[src/rtl/banked_mem_dump.sv]
// banked_mem_dump: sequential reader for the 6-bank, 64-bit state memory.
// Walks every valid entry (bank 0 with BANK0_DEPTH entries, banks 1..NBANKS-1
// with BANKN_DEPTH entries) in ascending order, reads each through the
// combinational read port and streams it out on a valid/ready interface.
// Used beside the write-side logic for debug dumps and scrub traffic.
//
// Ports:
//   clk, reset      clock, asynchronous active-high reset
//   start           one-cycle request to begin a dump (ignored while busy)
//   abort           cancel the dump in progress (wins over start)
//   rd_addr         {bank, index} read address, driven from the pointer register
//   rd_data         read data for rd_addr, same cycle
//   out_valid/out_ready, out_data, out_addr, out_last   output stream
//   busy            high while a dump is running (RUN or LAST)
//   done            one-cycle pulse after the final handshake
//   sum             (only with BANKED_MEM_DUMP_SUM_EN) running fold of accepted words
//
// Optional feature macro: BANKED_MEM_DUMP_SUM_EN
module banked_mem_dump #(
    parameter int unsigned DW          = 64,
    parameter int unsigned AW          = 9,
    parameter int unsigned NBANKS      = 6,
    parameter int unsigned BANK0_DEPTH = 48,
    parameter int unsigned BANKN_DEPTH = 24
) (
    input  logic          clk,
    input  logic          reset,
    input  logic          start,
    input  logic          abort,
    output logic [AW-1:0] rd_addr,
    input  logic [DW-1:0] rd_data,
    output logic          out_valid,
    input  logic          out_ready,
    output logic [DW-1:0] out_data,
    output logic [AW-1:0] out_addr,
    output logic          out_last,
    output logic          busy,
    output logic          done
`ifdef BANKED_MEM_DUMP_SUM_EN
    ,
    output logic [DW-1:0] sum
`endif
);

    localparam int unsigned BW = 3;
    localparam int unsigned IW = $clog2(BANK0_DEPTH);

    localparam logic [IW-1:0] IDX_LAST0 = IW'(BANK0_DEPTH - 1);
    localparam logic [IW-1:0] IDX_LASTN = IW'(BANKN_DEPTH - 1);
    localparam logic [BW-1:0] BANK_LAST = BW'(NBANKS - 1);

    typedef enum logic [1:0] {
        S_IDLE = 2'd0,
        S_RUN  = 2'd1,
        S_LAST = 2'd2
    } state_t;

    state_t        state_q, state_d;
    logic [BW-1:0] bank_q, bank_d;
    logic [IW-1:0] idx_q, idx_d;

    logic          out_valid_d;
    logic [DW-1:0] out_data_d;
    logic [AW-1:0] out_addr_d;
    logic          out_last_d;
    logic          busy_d;
    logic          done_d;

    logic          load;
    logic          hs;
    logic          is_final;
    logic [IW-1:0] idx_last;

`ifdef BANKED_MEM_DUMP_SUM_EN
    logic [DW-1:0] sum_d;
`endif

    // Read address straight from the pointer register; index zero-padded to AW-BW bits.
    assign rd_addr = {bank_q, (AW - BW)'(idx_q)};

    assign load     = !out_valid || out_ready;
    assign hs       = out_valid && out_ready;
    assign idx_last = (bank_q == '0) ? IDX_LAST0 : IDX_LASTN;
    assign is_final = (bank_q == BANK_LAST) && (idx_q == IDX_LASTN);

    // Next-state and next-output logic.
    always_comb begin
        state_d     = state_q;
        bank_d      = bank_q;
        idx_d       = idx_q;
        out_valid_d = out_valid;
        out_data_d  = out_data;
        out_addr_d  = out_addr;
        out_last_d  = out_last;
        done_d      = 1'b0;
`ifdef BANKED_MEM_DUMP_SUM_EN
        sum_d       = sum;
`endif

        if (abort) begin
            // Discard any pending beat; the pointer is kept until the next start.
            state_d     = S_IDLE;
            out_valid_d = 1'b0;
            out_last_d  = 1'b0;
        end else begin
            case (state_q)
                S_IDLE: begin
                    if (start) begin
                        bank_d  = '0;
                        idx_d   = '0;
                        state_d = S_RUN;
`ifdef BANKED_MEM_DUMP_SUM_EN
                        sum_d   = '0;
`endif
                    end
                end

                S_RUN: begin
                    if (load) begin
                        out_valid_d = 1'b1;
                        out_data_d  = rd_data;
                        out_addr_d  = rd_addr;
                        out_last_d  = is_final;
                        if (is_final) begin
                            // Pointer parks on the final entry; banks past NBANKS-1 are never addressed.
                            state_d = S_LAST;
                        end else if (idx_q == idx_last) begin
                            idx_d  = '0;
                            bank_d = bank_q + BW'(1);
                        end else begin
                            idx_d = idx_q + IW'(1);
                        end
                    end
                end

                S_LAST: begin
                    if (hs) begin
                        out_valid_d = 1'b0;
                        out_last_d  = 1'b0;
                        done_d      = 1'b1;
                        state_d     = S_IDLE;
                    end
                end

                default: begin
                    state_d     = S_IDLE;
                    out_valid_d = 1'b0;
                    out_last_d  = 1'b0;
                end
            endcase

`ifdef BANKED_MEM_DUMP_SUM_EN
            // Fold every accepted word; hs is never true in IDLE so this cannot collide with the clear.
            if (hs) begin
                sum_d = out_data ^ {sum[DW-2:0], sum[DW-1] ^ sum[2] ^ sum[0]};
            end
`endif
        end

        busy_d = (state_d != S_IDLE);
    end

    // State and output registers.
    always_ff @(posedge clk or posedge reset) begin
        if (reset) begin
            state_q   <= S_IDLE;
            bank_q    <= '0;
            idx_q     <= '0;
            out_valid <= 1'b0;
            out_data  <= '0;
            out_addr  <= '0;
            out_last  <= 1'b0;
            busy      <= 1'b0;
            done      <= 1'b0;
        end else begin
            state_q   <= state_d;
            bank_q    <= bank_d;
            idx_q     <= idx_d;
            out_valid <= out_valid_d;
            out_data  <= out_data_d;
            out_addr  <= out_addr_d;
            out_last  <= out_last_d;
            busy      <= busy_d;
            done      <= done_d;
        end
    end

`ifdef BANKED_MEM_DUMP_SUM_EN
    // Running fold of accepted words.
    always_ff @(posedge clk or posedge reset) begin
        if (reset) begin
            sum <= '0;
        end else begin
            sum <= sum_d;
        end
    end
`endif

endmodule

[config.mk]
export PLATFORM = sky130hd
export DESIGN_NAME = banked_mem_dump
export DESIGN_NICKNAME = d
export VERILOG_FILES = /design/src/rtl/banked_mem_dump.sv
export SDC_FILE = /design/constraint.sdc
export NUM_CORES = 1
export LEC_CHECK = 0
export BUFFER_PORTS_ARGS = -buffer_cell sky130_fd_sc_hd__buf_2
export CELL_PAD_IN_SITES_DETAIL_PLACEMENT = 0
export CELL_PAD_IN_SITES_GLOBAL_PLACEMENT = 1
export CORE_ASPECT_RATIO = 1.4
export CORE_UTILIZATION = 40
export DETAILED_ROUTE_END_ITERATION = 8
export PLACE_DENSITY = 0.92
export SYNTH_ARGS = -nofsm -noshare
export SYNTH_HDL_FRONTEND = slang
export SYNTH_SLANG_ARGS = --single-unit
[constraint.sdc]
create_clock -name clk -period 7.4 [get_ports clk]
set_input_delay 1.48 -clock clk [delete_from_list [all_inputs] [get_ports clk]]
set_output_delay 1.48 -clock clk [all_outputs]
set_load 0.05 [all_outputs]
==> impl_metrics.py, run 1 <==
metrics = {
    "clock_tree": {
        "root_buffer": "clkbuf_16",
        "cts_tree": "done",
        "clockBufferDepth": 2,
        "cts-resized-gates": 0,
        "ctsHoldBuffers": 0,
        "htreeDepth": 3,
        "cts_made_buffers": 9,
        "clk_pin_slew_ns": 0.06,
        "cts_setup_buffers": 0,
        "clkLatencyLatePin_ns": 0.33,
        "numClockSinks": 88,
    },
    "worst_setup_path": {
        "crit_type": "input port to register",
        "start_kind": "input port",
        "reg2reg_to": "out_data[63]",
        "reg2reg_depth": 5,
        "end_kind": "register",
        "critPathArrivalTime_ns": 3.57,
        "setup.worst_path.start": "out_ready",
        "reg2reg_slack_ns": 4.71,
        "path_max_fanout": 42,
        "required_ns": 7.61,
        "r2r_start": "state_q[0]",
    },
    "sta": {
        "skew_ns": 0.00191,
        "hold_violations": 0,
        "drv_slew": 0,
        "setup_tns_ns": 0,
        "fmax_mhz": 298,
        "setup_violations": 0,
        "tightestPinTransition_ns": 1.08,
        "period_share_pct": 45.4,
        "finalCriticalPeriod_ns": 3.36,
        "relSlewSlack_pct": 28.3,
        "rsz0062_at_grt": "no",
    },
    "power": {
        "p_leak_uw": 0.00235,
        "irDropWorstVdd_mv": 0.202,
        "fin_total_pwr_uw": 1550,
        "power_density_nw_per_um2": 330,
    },
    "synth": {
        "syn-cell-area_sq_um": 3590,
        "yosysSeqAreaShare_pct": 61.4,
        "synth_top_cell_area_share_pct": 61.4,
        "synthFlopType": "dfrtp_1",
        "synth_seq_cells": 88,
        "synth_top_area_cell": "dfrtp_1",
        "synth_area_leaders": "dfrtp_1 61%, mux2_2 23%, buf_6 2.2%",
        "synthesis.nets": 315,
        "synth_cell_types": 34,
        "syn_inst": 242,
        "synth_edf_count": 0,
        "ys_warn_count": 0,
        "async_flop_share_pct": 100,
        "synth.avg_cell_area_sq_um": 14.8,
    },
    "drt": {
        "routed.top_layer": "met4",
        "drc": 0,
        "routedWlPerCell_microns": 14.0,
        "viasPerCell": 4.92,
        "wl_microns": 7140,
        "dr_wl_met2_microns": 3800,
        "routed-wl-met3_microns": 472,
        "met1_length_microns": 2770,
        "ant_nets": 0,
        "route.vias.total": 2509,
        "drt_iter0_drc": 69,
        "dr.pass1.iters": 4,
    },
    "global_route": {
        "track_usage_pct": 15.4,
        "grt_pass1_vias": 2441,
        "grt_pass1_wl_microns": 10900,
        "grt_overflow_total": 0,
        "grt_max_degree": 89,
        "antenna_found_initial": 0,
    },
    "die": {
        "initial_utilization_pct": 41.4,
        "die_area_sq_um": 9360,
        "die_h_microns": 114,
        "core_sq_um": 8660,
        "num_rows": 40,
        "io-pin-count": 155,
        "die_width_microns": 82.1,
    },
    "layout": {
        "antenna_cells": 0,
        "nNetsFinal": 474,
        "layout-drive-gt1-share_pct": 62.7,
        "final_common_cell": "buf_2",
        "mostFrequentLayoutCells": "154 x buf_2, 88 x dfrtp_1, 74 x mux2_2",
        "stdcell_area_sq_um": 4690,
        "area_growth_pct": 30.8,
        "nFillCells": 770,
        "regArea_sq_um": 2200,
        "multi_input_area_sq_um": 1300,
    },
    "min_path": {
        "min_from": "out_data[52]",
        "hp-class": "register to register",
        "hold-path-endpoint": "out_data[52]",
        "min_path_cells": 1,
    },
    "placed_design": {
        "place.gp.congestion": 0.716,
        "place_area_sq_um": 4430,
        "placement.io_buffers": 154,
        "dp_hpwl_microns": 5240,
    },
    "flow_run": {
        "drv_cap": 0,
    },
    "outcome": {
        "outcome": "completed",
    },
}
registers in the layout, summed over array words and instances, names as in the netlist:
register / cells
state_q: 2
out_data: 64
out_addr: 9
out_last: 1
idx_q: 6
bank_q: 3
done: 1
busy: 1
out_valid: 1
worst max-delay path, stage by stage:
cell,delay (ns)
buf_2,0.11
nand2b_1,0.19
nand2_1,0.11
nor2_4,0.69
buf_4,0.58
mux2_2,0.40
metrics by stage:
stage / utilization (%) / hold slack, ns / setup slack, ns / std cells
floorplan: - / 0.599 / 3.64 / 242
global placement: 51.2 / 0.484 / 3.70 / 495
detailed placement: 51.2 / 0.490 / 3.64 / 495
finish: 54.2 / 0.501 / 4.04 / 510
CTS: 54.2 / 0.503 / 4.00 / 510
global route: 54.2 / 0.523 / 3.89 / 510
metal layers:
layer,vias to the layer above,global-route usage [%]
met2,98,27.5
li1,1172,-
met1,1229,16.4
met4,0,6.90
met5,-,0
met3,10,4.06
logic make-up after synthesis:
| kind of cell | Yosys count | synth area share [%] |
|---|---|---|
| AOI/OAI and AO/OA | 25 | 4.88 |
| DFF | 88 | 61.4 |
| muxes | 76 | 23.8 |
| adders and majority gates | 4 | 1.39 |
| and+or+nand+nor | 38 | 5.96 |
| buffers and inverters | 11 | 2.62 |
worst max-delay path by stage:
| stage | slack [ns] | cells after the start | end |
|---|---|---|---|
| after floorplan | 3.64 | 1 | bank_q[0] |
| after global placement | 3.70 | 6 | out_data[45] |
| after detailed placement | 3.64 | 6 | out_data[31] |
| after CTS | 4.00 | 6 | out_data[31] |
| after global routing | 3.89 | 6 | out_data[53] |
| final | 4.04 | 6 | out_data[63] |
final cells by class:
type	instances	share of cell area, %
clock inverter	3	0.400
multi-input combinational	143	27.6
inverter	3	0.267
timing repair buffer	156	16.7
sequential	88	46.9
tap	105	2.80
clock buffer	12	5.25
power breakdown:
group | internal, uW | switching [uW]
registers | 566 | 43.6
logic | 143 | 393
clock network | 234 | 168
total | 943 | 604
cells in the mapped netlist, types with 2 or more instances:
master	number
nand3_1	4
inv_1	3
nand2b_1	3
dfrtp_1	88
mux2_2	74
nor2b_1	3
nand2_1	9
o21ai_0	8
nor2_1	3
a21oi_1	4
a22o_2	3
ha_1	4
buf_6	7
nand3b_1	2
mux2i_1	2
a31oi_1	2
o21a_1	3
nor2_2	2
nor3_1	2
and3_1	2
No activity file was read; power rests on OpenSTA's default activity.
==> run 2, diff against run 1 <==
--- a/config.mk
+++ b/config.mk
@@ -5,13 +5,14 @@
 export SDC_FILE = /design/constraint.sdc
 export NUM_CORES = 1
 export LEC_CHECK = 0
+export ABC_AREA = 1
 export BUFFER_PORTS_ARGS = -buffer_cell sky130_fd_sc_hd__buf_2
 export CELL_PAD_IN_SITES_DETAIL_PLACEMENT = 0
 export CELL_PAD_IN_SITES_GLOBAL_PLACEMENT = 1
 export CORE_ASPECT_RATIO = 1.4
-export CORE_UTILIZATION = 40
+export CORE_UTILIZATION = 38
 export DETAILED_ROUTE_END_ITERATION = 8
-export PLACE_DENSITY = 0.92
+export PLACE_DENSITY = 0.87
 export SYNTH_ARGS = -nofsm -noshare
 export SYNTH_HDL_FRONTEND = slang
 export SYNTH_SLANG_ARGS = --single-unit
==> constraint.sdc (replaced) <==
create_clock -name clk -period 3.1 [get_ports clk]
set_input_delay 0.62 -clock clk [delete_from_list [all_inputs] [get_ports clk]]
set_output_delay 0.62 -clock clk [all_outputs]
set_load 0.05 [all_outputs]
==> impl_metrics.py, run 2 <==
metrics = {
    "flow_run": {
        "drv_cap": 0,
    },
    "sta": {
        "setup_tns_ns": 0,
        "rsz0062_at_grt": "no",
        "setup_ws_ns": 1.24,
        "drv_slew": 0,
        "tightestPinTransition_ns": 0.573,
        "hold_violations": 0,
        "whs_ns": 0.321,
        "setup_violations": 0,
        "finalCriticalPeriod_ns": 1.86,
        "skew_ns": 0.00743,
        "period_share_pct": 60.0,
        "relSlewSlack_pct": 61.7,
        "fmax_mhz": 538,
    },
    "global_route": {
        "antenna_found_initial": 0,
        "grt_pass1_wl_microns": 12700,
        "grt_overflow_total": 0,
        "grt_pass1_vias": 2540,
        "grt_max_degree": 58,
        "track_usage_pct": 15.4,
    },
    "drt": {
        "ant_nets": 0,
        "drt_iter0_drc": 85,
        "viasPerCell": 4.54,
        "drc": 0,
        "dr.pass1.iters": 5,
        "wl_microns": 8430,
        "routedWlPerCell_microns": 14.3,
        "route.vias.total": 2676,
    },
    "synth": {
        "yosysSeqAreaShare_pct": 56.0,
        "synth_top_cell_area_share_pct": 56.0,
        "synth_top_area_cell": "dfrtp_1",
        "synth_area_leaders": "dfrtp_1 56%, mux2_4 24%, nand2_1 4.6%",
        "synth_seq_cells": 88,
        "synth.avg_cell_area_sq_um": 13.5,
        "ys_warn_count": 0,
        "synthesis.nets": 365,
        "syn-cell-area_sq_um": 3930,
        "async_flop_share_pct": 100,
        "synth_edf_count": 0,
        "synthMostInstantiatedCell": "dfrtp_1",
        "synth_cell_types": 27,
        "syn_inst": 292,
        "synthTopCellsByCount": "88 x dfrtp_1, 62 x mux2_4, 48 x nand2_1",
        "synthFlopType": "dfrtp_1",
    },
    "clock_tree": {
        "cts_made_buffers": 9,
        "clk_pin_slew_ns": 0.07,
        "numClockSinks": 88,
        "root_buffer": "clkbuf_16",
        "clkLatencyLatePin_ns": 0.33,
        "htreeDepth": 3,
        "ctsHoldBuffers": 0,
        "cts_tree": "done",
        "clockBufferDepth": 2,
        "cts-resized-gates": 0,
        "cts_setup_buffers": 0,
    },
    "die": {
        "initial_utilization_pct": 39.3,
        "num_rows": 43,
        "die_h_microns": 122,
        "io-pin-count": 155,
        "die_width_microns": 88.0,
        "die_area_sq_um": 10800,
        "core_sq_um": 10000,
    },
    "power": {
        "p_leak_uw": 0.00274,
        "fin_total_pwr_uw": 3910,
        "power_density_nw_per_um2": 774,
        "irDropWorstVdd_mv": 0.240,
    },
    "layout": {
        "max_flop_register": "out_data",
        "nNetsFinal": 522,
        "nFillCells": 926,
        "final_common_cell": "buf_2",
        "reg_top3": "out_data (64), out_addr (9), idx_q (6)",
        "layout-drive-gt1-share_pct": 54.6,
        "area_growth_pct": 28.5,
        "stdcell_area_sq_um": 5050,
        "mostFrequentLayoutCells": "154 x buf_2, 88 x dfrtp_1, 62 x mux2_4",
        "antenna_cells": 0,
        "largest_reg_flops": 64,
    },
    "worst_setup_path": {
        "critPathArrivalTime_ns": 2.07,
        "crit_type": "register to register",
        "path_max_fanout": 25,
        "reg2reg_depth": 6,
        "r2r_start": "out_valid",
        "required_ns": 3.31,
        "start_kind": "register",
        "reg2reg_slack_ns": 1.24,
        "end_kind": "register",
        "reg2reg_to": "out_data[23]",
    },
    "outcome": {
        "outcome": "completed",
    },
    "placed_design": {
        "place_area_sq_um": 4770,
        "dp_slack_ns": 0.940,
        "place.gp.congestion": 0.798,
        "placement.io_buffers": 154,
        "dp_hpwl_microns": 6140,
    },
    "min_path": {
        "hp-class": "input port to asynchronous set/reset pin",
    },
}
[run 2: cell count changes in the layout (fill, tap and decap cells not counted), sizes merged, moves of 4 or more]
| cell | previous run | this run |
|---|---|---|
| clkinvlp | 0 | 4 |
| inv | 2 | 21 |
| mux2 | 74 | 65 |
| nand2 | 9 | 49 |
| nand3 | 4 | 13 |
| nor2 | 5 | 17 |
| o21ai | 9 | 17 |
[run 2: critical path: stages (launching register included)]
cell and delay (ns):
dfrtp_1 0.43, inv_2 0.06, nor2_4 0.10, inv_2 0.06, nand3_4 0.34, buf_4 0.36, mux2_2 0.37
[run 2: cells by family (layout without fill, tap and decap cells)]
family / count (synthesis) / in the layout / share of synthesized area (%)
flip-flops: 88 / 88 / 56.0
AND/OR/NAND/NOR: 82 / 82 / 9.07
multiplexers: 65 / 65 / 24.5
buffers and inverters: 32 / 194 / 6.05
AO/OA/AOI/OAI: 19 / 19 / 2.58
adder cells (fa/ha/maj): 4 / 4 / 1.27
XOR/XNOR: 2 / 2 / 0.446
[run 2: routing by layer]
metal | vias up | wire length, microns | track usage (%)
met4 | 0 | 104 | 6.56
li1 | 1277 | - | -
met2 | 94 | 4310 | 24.7
met1 | 1297 | 3510 | 19.3
met5 | - | 0 | 0
met3 | 8 | 507 | 4.64
[run 2: how the worst max path moves through the flow]
stage	to	from
4_1_cts	out_data[6]	out_valid
2_1_floorplan	bank_q[0]	reset
5_1_grt	out_data[23]	out_valid
3_5_place_dp	out_data[53]	abort
3_3_place_gp	out_data[7]	abort
6_report	out_data[23]	out_valid
[run 2: cell type report]
type,count,area (sq um),area share [%]
Clock buffer,9,225,4.46
Clock inverter,7,56.3,1.12
Inverter,21,80.1,1.59
Multi-Input combinational cell,172,1500,29.7
Sequential cell,88,2200,43.6
Tap cell,135,169,3.35
Timing Repair Buffer,157,818,16.2
[run 2: where the power goes]
| part | leakage, uW | total, uW | internal (uW) | switching (uW) |
|---|---|---|---|---|
| clock network | 0.000124 | 1000 | 548 | 454 |
| registers | 0.00108 | 1480 | 1350 | 130 |
| logic | 0.00153 | 1420 | 444 | 977 |
| total | 0.00274 | 3910 | 2350 | 1560 |
[run 2: through the flow]
step                utilization (%)  instances
detailed placement             47.6        573
floorplan                         -        292
global route                   50.5        589
CTS                            50.5        589
finish                         50.5        589
global placement               47.6        573
==> run 3, diff against run 2 <==
==> constraint.sdc (replaced) <==
create_clock -name clk -period 1.9 [get_ports clk]
set_input_delay 0.38 -clock clk [delete_from_list [all_inputs] [get_ports clk]]
set_output_delay 0.38 -clock clk [all_outputs]
set_load 0.05 [all_outputs]
==> impl_metrics.py, run 3 (synthesized netlist as in run 2, its figures left out) <==
metrics = {
    "global_route": {
        "antenna_found_initial": 0,
        "track_usage_pct": 16.2,
        "grt_pass1_wl_microns": 13100,
        "grt_overflow_total": 0,
        "grt_pass1_vias": 2668,
        "grt_max_degree": 40,
    },
    "die": {
        "core_sq_um": 10000,
        "die_width_microns": 88.0,
        "die_h_microns": 122,
        "io-pin-count": 155,
        "initial_utilization_pct": 39.3,
        "die_area_sq_um": 10800,
        "num_rows": 43,
    },
    "power": {
        "switchingPower_uw": 2560,
        "pwr-share-clk_pct": 25.8,
        "irDropWorstVdd_mv": 0.464,
        "seq_power_share_pct": 37.6,
        "combPwrFrac_pct": 36.7,
        "internal_power_uw": 3840,
        "switching_share_pct": 40.0,
        "p_leak_uw": 0.00276,
        "power_density_nw_per_um2": 1260,
    },
    "drt": {
        "wl_microns": 8640,
        "dr.pass1.iters": 4,
        "ant_nets": 0,
        "drt_iter0_drc": 60,
        "route.vias.total": 2670,
        "routedWlPerCell_microns": 14.6,
        "drc": 0,
        "viasPerCell": 4.52,
    },
    "clock_tree": {
        "root_buffer": "clkbuf_16",
        "cts_made_buffers": 9,
        "ctsHoldBuffers": 0,
        "clk_pin_slew_ns": 0.07,
        "numClockSinks": 88,
        "cts_tree": "done",
        "clockBufferDepth": 2,
        "htreeDepth": 3,
        "clkLatencyLatePin_ns": 0.34,
        "cts-resized-gates": 0,
        "cts_setup_buffers": 0,
    },
    "min_path": {
        "hp-class": "input port to asynchronous set/reset pin",
    },
    "sta": {
        "hold_violations": 0,
        "period_share_pct": 86.1,
        "relSlewSlack_pct": 64.6,
        "setup_tns_ns": 0,
        "rsz0062_at_grt": "no",
        "tightestPinTransition_ns": 0.530,
        "skew_ns": 0.00717,
        "finalCriticalPeriod_ns": 1.64,
        "drv_slew": 0,
        "fmax_mhz": 611,
        "setup_violations": 0,
    },
    "layout": {
        "nNetsFinal": 524,
        "largest_reg_flops": 64,
        "layout-drive-gt1-share_pct": 54.8,
        "antenna_cells": 0,
        "stdcell_count": 591,
        "area_growth_pct": 29.5,
        "mostFrequentLayoutCells": "154 x buf_2, 88 x dfrtp_1, 62 x mux2_4",
        "final_core_util_pct": 50.9,
        "max_flop_register": "out_data",
        "final_common_cell": "buf_2",
        "stdcell_area_sq_um": 5090,
        "reg_top3": "out_data (64), out_addr (9), idx_q (6)",
    },
    "worst_setup_path": {
        "path_max_fanout": 6,
        "crit_buf_inv": 1,
        "crit_path_cell_trace": "inv_1 -> ha_1 -> nand2_1 -> nand3_1 -> nand2_1 -> nand2_1 -> nand2_1 -> nand3_1 -> nand2_1 -> nand2_1",
        "worst_path_max_delay_cell": "dfrtp_1",
        "cpMostUsedCell": "nand2_1",
        "path_delay_family": "simple AND/OR/NAND/NOR gates",
        "crit_type": "register to register",
        "slowest_delay_ns": 0.45,
        "required_ns": 2.13,
        "r2r_start": "bank_q[0]",
        "critPathArrivalTime_ns": 1.87,
        "start_kind": "register",
        "end_kind": "register",
        "setup.worst_path.start": "bank_q[0]",
    },
    "outcome": {
        "outcome": "completed",
    },
    "placed_design": {
        "place_area_sq_um": 4810,
        "placed_cells": 575,
        "place.gp.congestion": 0.819,
        "placement.io_buffers": 154,
        "dp_hpwl_microns": 6460,
    },
    "flow_run": {
        "drv_cap": 0,
    },
}
-- run 3: changes by cell type in the layout (fill, tap and decap cells not counted), sizes merged --
cell | before | now
buf | 157 | 159
clkinvlp | 4 | 3
inv | 21 | 22
-- run 3: per-stage QoR --
step / hold WS [ns] / power, uW / setup WS (ns)
global route: 0.110 / 6670 / 0.0928
global placement: 0.442 / 4760 / 0.288
floorplan: 0.446 / 4250 / 0.161
CTS: 0.0831 / 6480 / 0.271
finish: 0.0814 / 6400 / 0.263
detailed placement: 0.446 / 4800 / 0.274
-- run 3: worst paths after layout --
kind                                 to  depth (start not counted)  slack [ns]
min                        out_data[31]                          2        0.08
min reg2reg                 out_addr[8]                          2        0.48
max                           bank_q[0]                         10        0.26
max reg2reg                   bank_q[0]                         10        0.26
min in group clk           out_data[39]                          2        0.26
max in group asynchronous  out_data[46]                          3        1.27
-- run 3: area by class of cell --
class / instances / area [sq um]
clock buffer: 9 / 225
clock inverter: 7 / 55.1
fill: 911 / 4920
inverter: 21 / 82.6
multi-input combinational: 172 / 1500
sequential: 88 / 2200
tap: 135 / 169
timing repair buffer: 159 / 858
-- run 3: power by group through the flow --
stage / logic, uW / clock network (uW) / registers [uW]
after global placement: 2340 / 0 / 2420
final: 2350 / 1650 / 2410
after floorplan: 636 / 0 / 3610
after global routing: 2460 / 1770 / 2440
after CTS: 2370 / 1700 / 2410
after detailed placement: 2360 / 0 / 2440
-- run 3: routing by layer --
metal	wire [microns]	vias up	part of all wire [%]	GRT usage, %
met5	0	-	0	0
met4	122	0	1.4	6.76
met3	503	10	5.8	3.77
met2	4550	86	53	28.9
met1	3460	1287	40	18.3
li1	-	1287	-	-
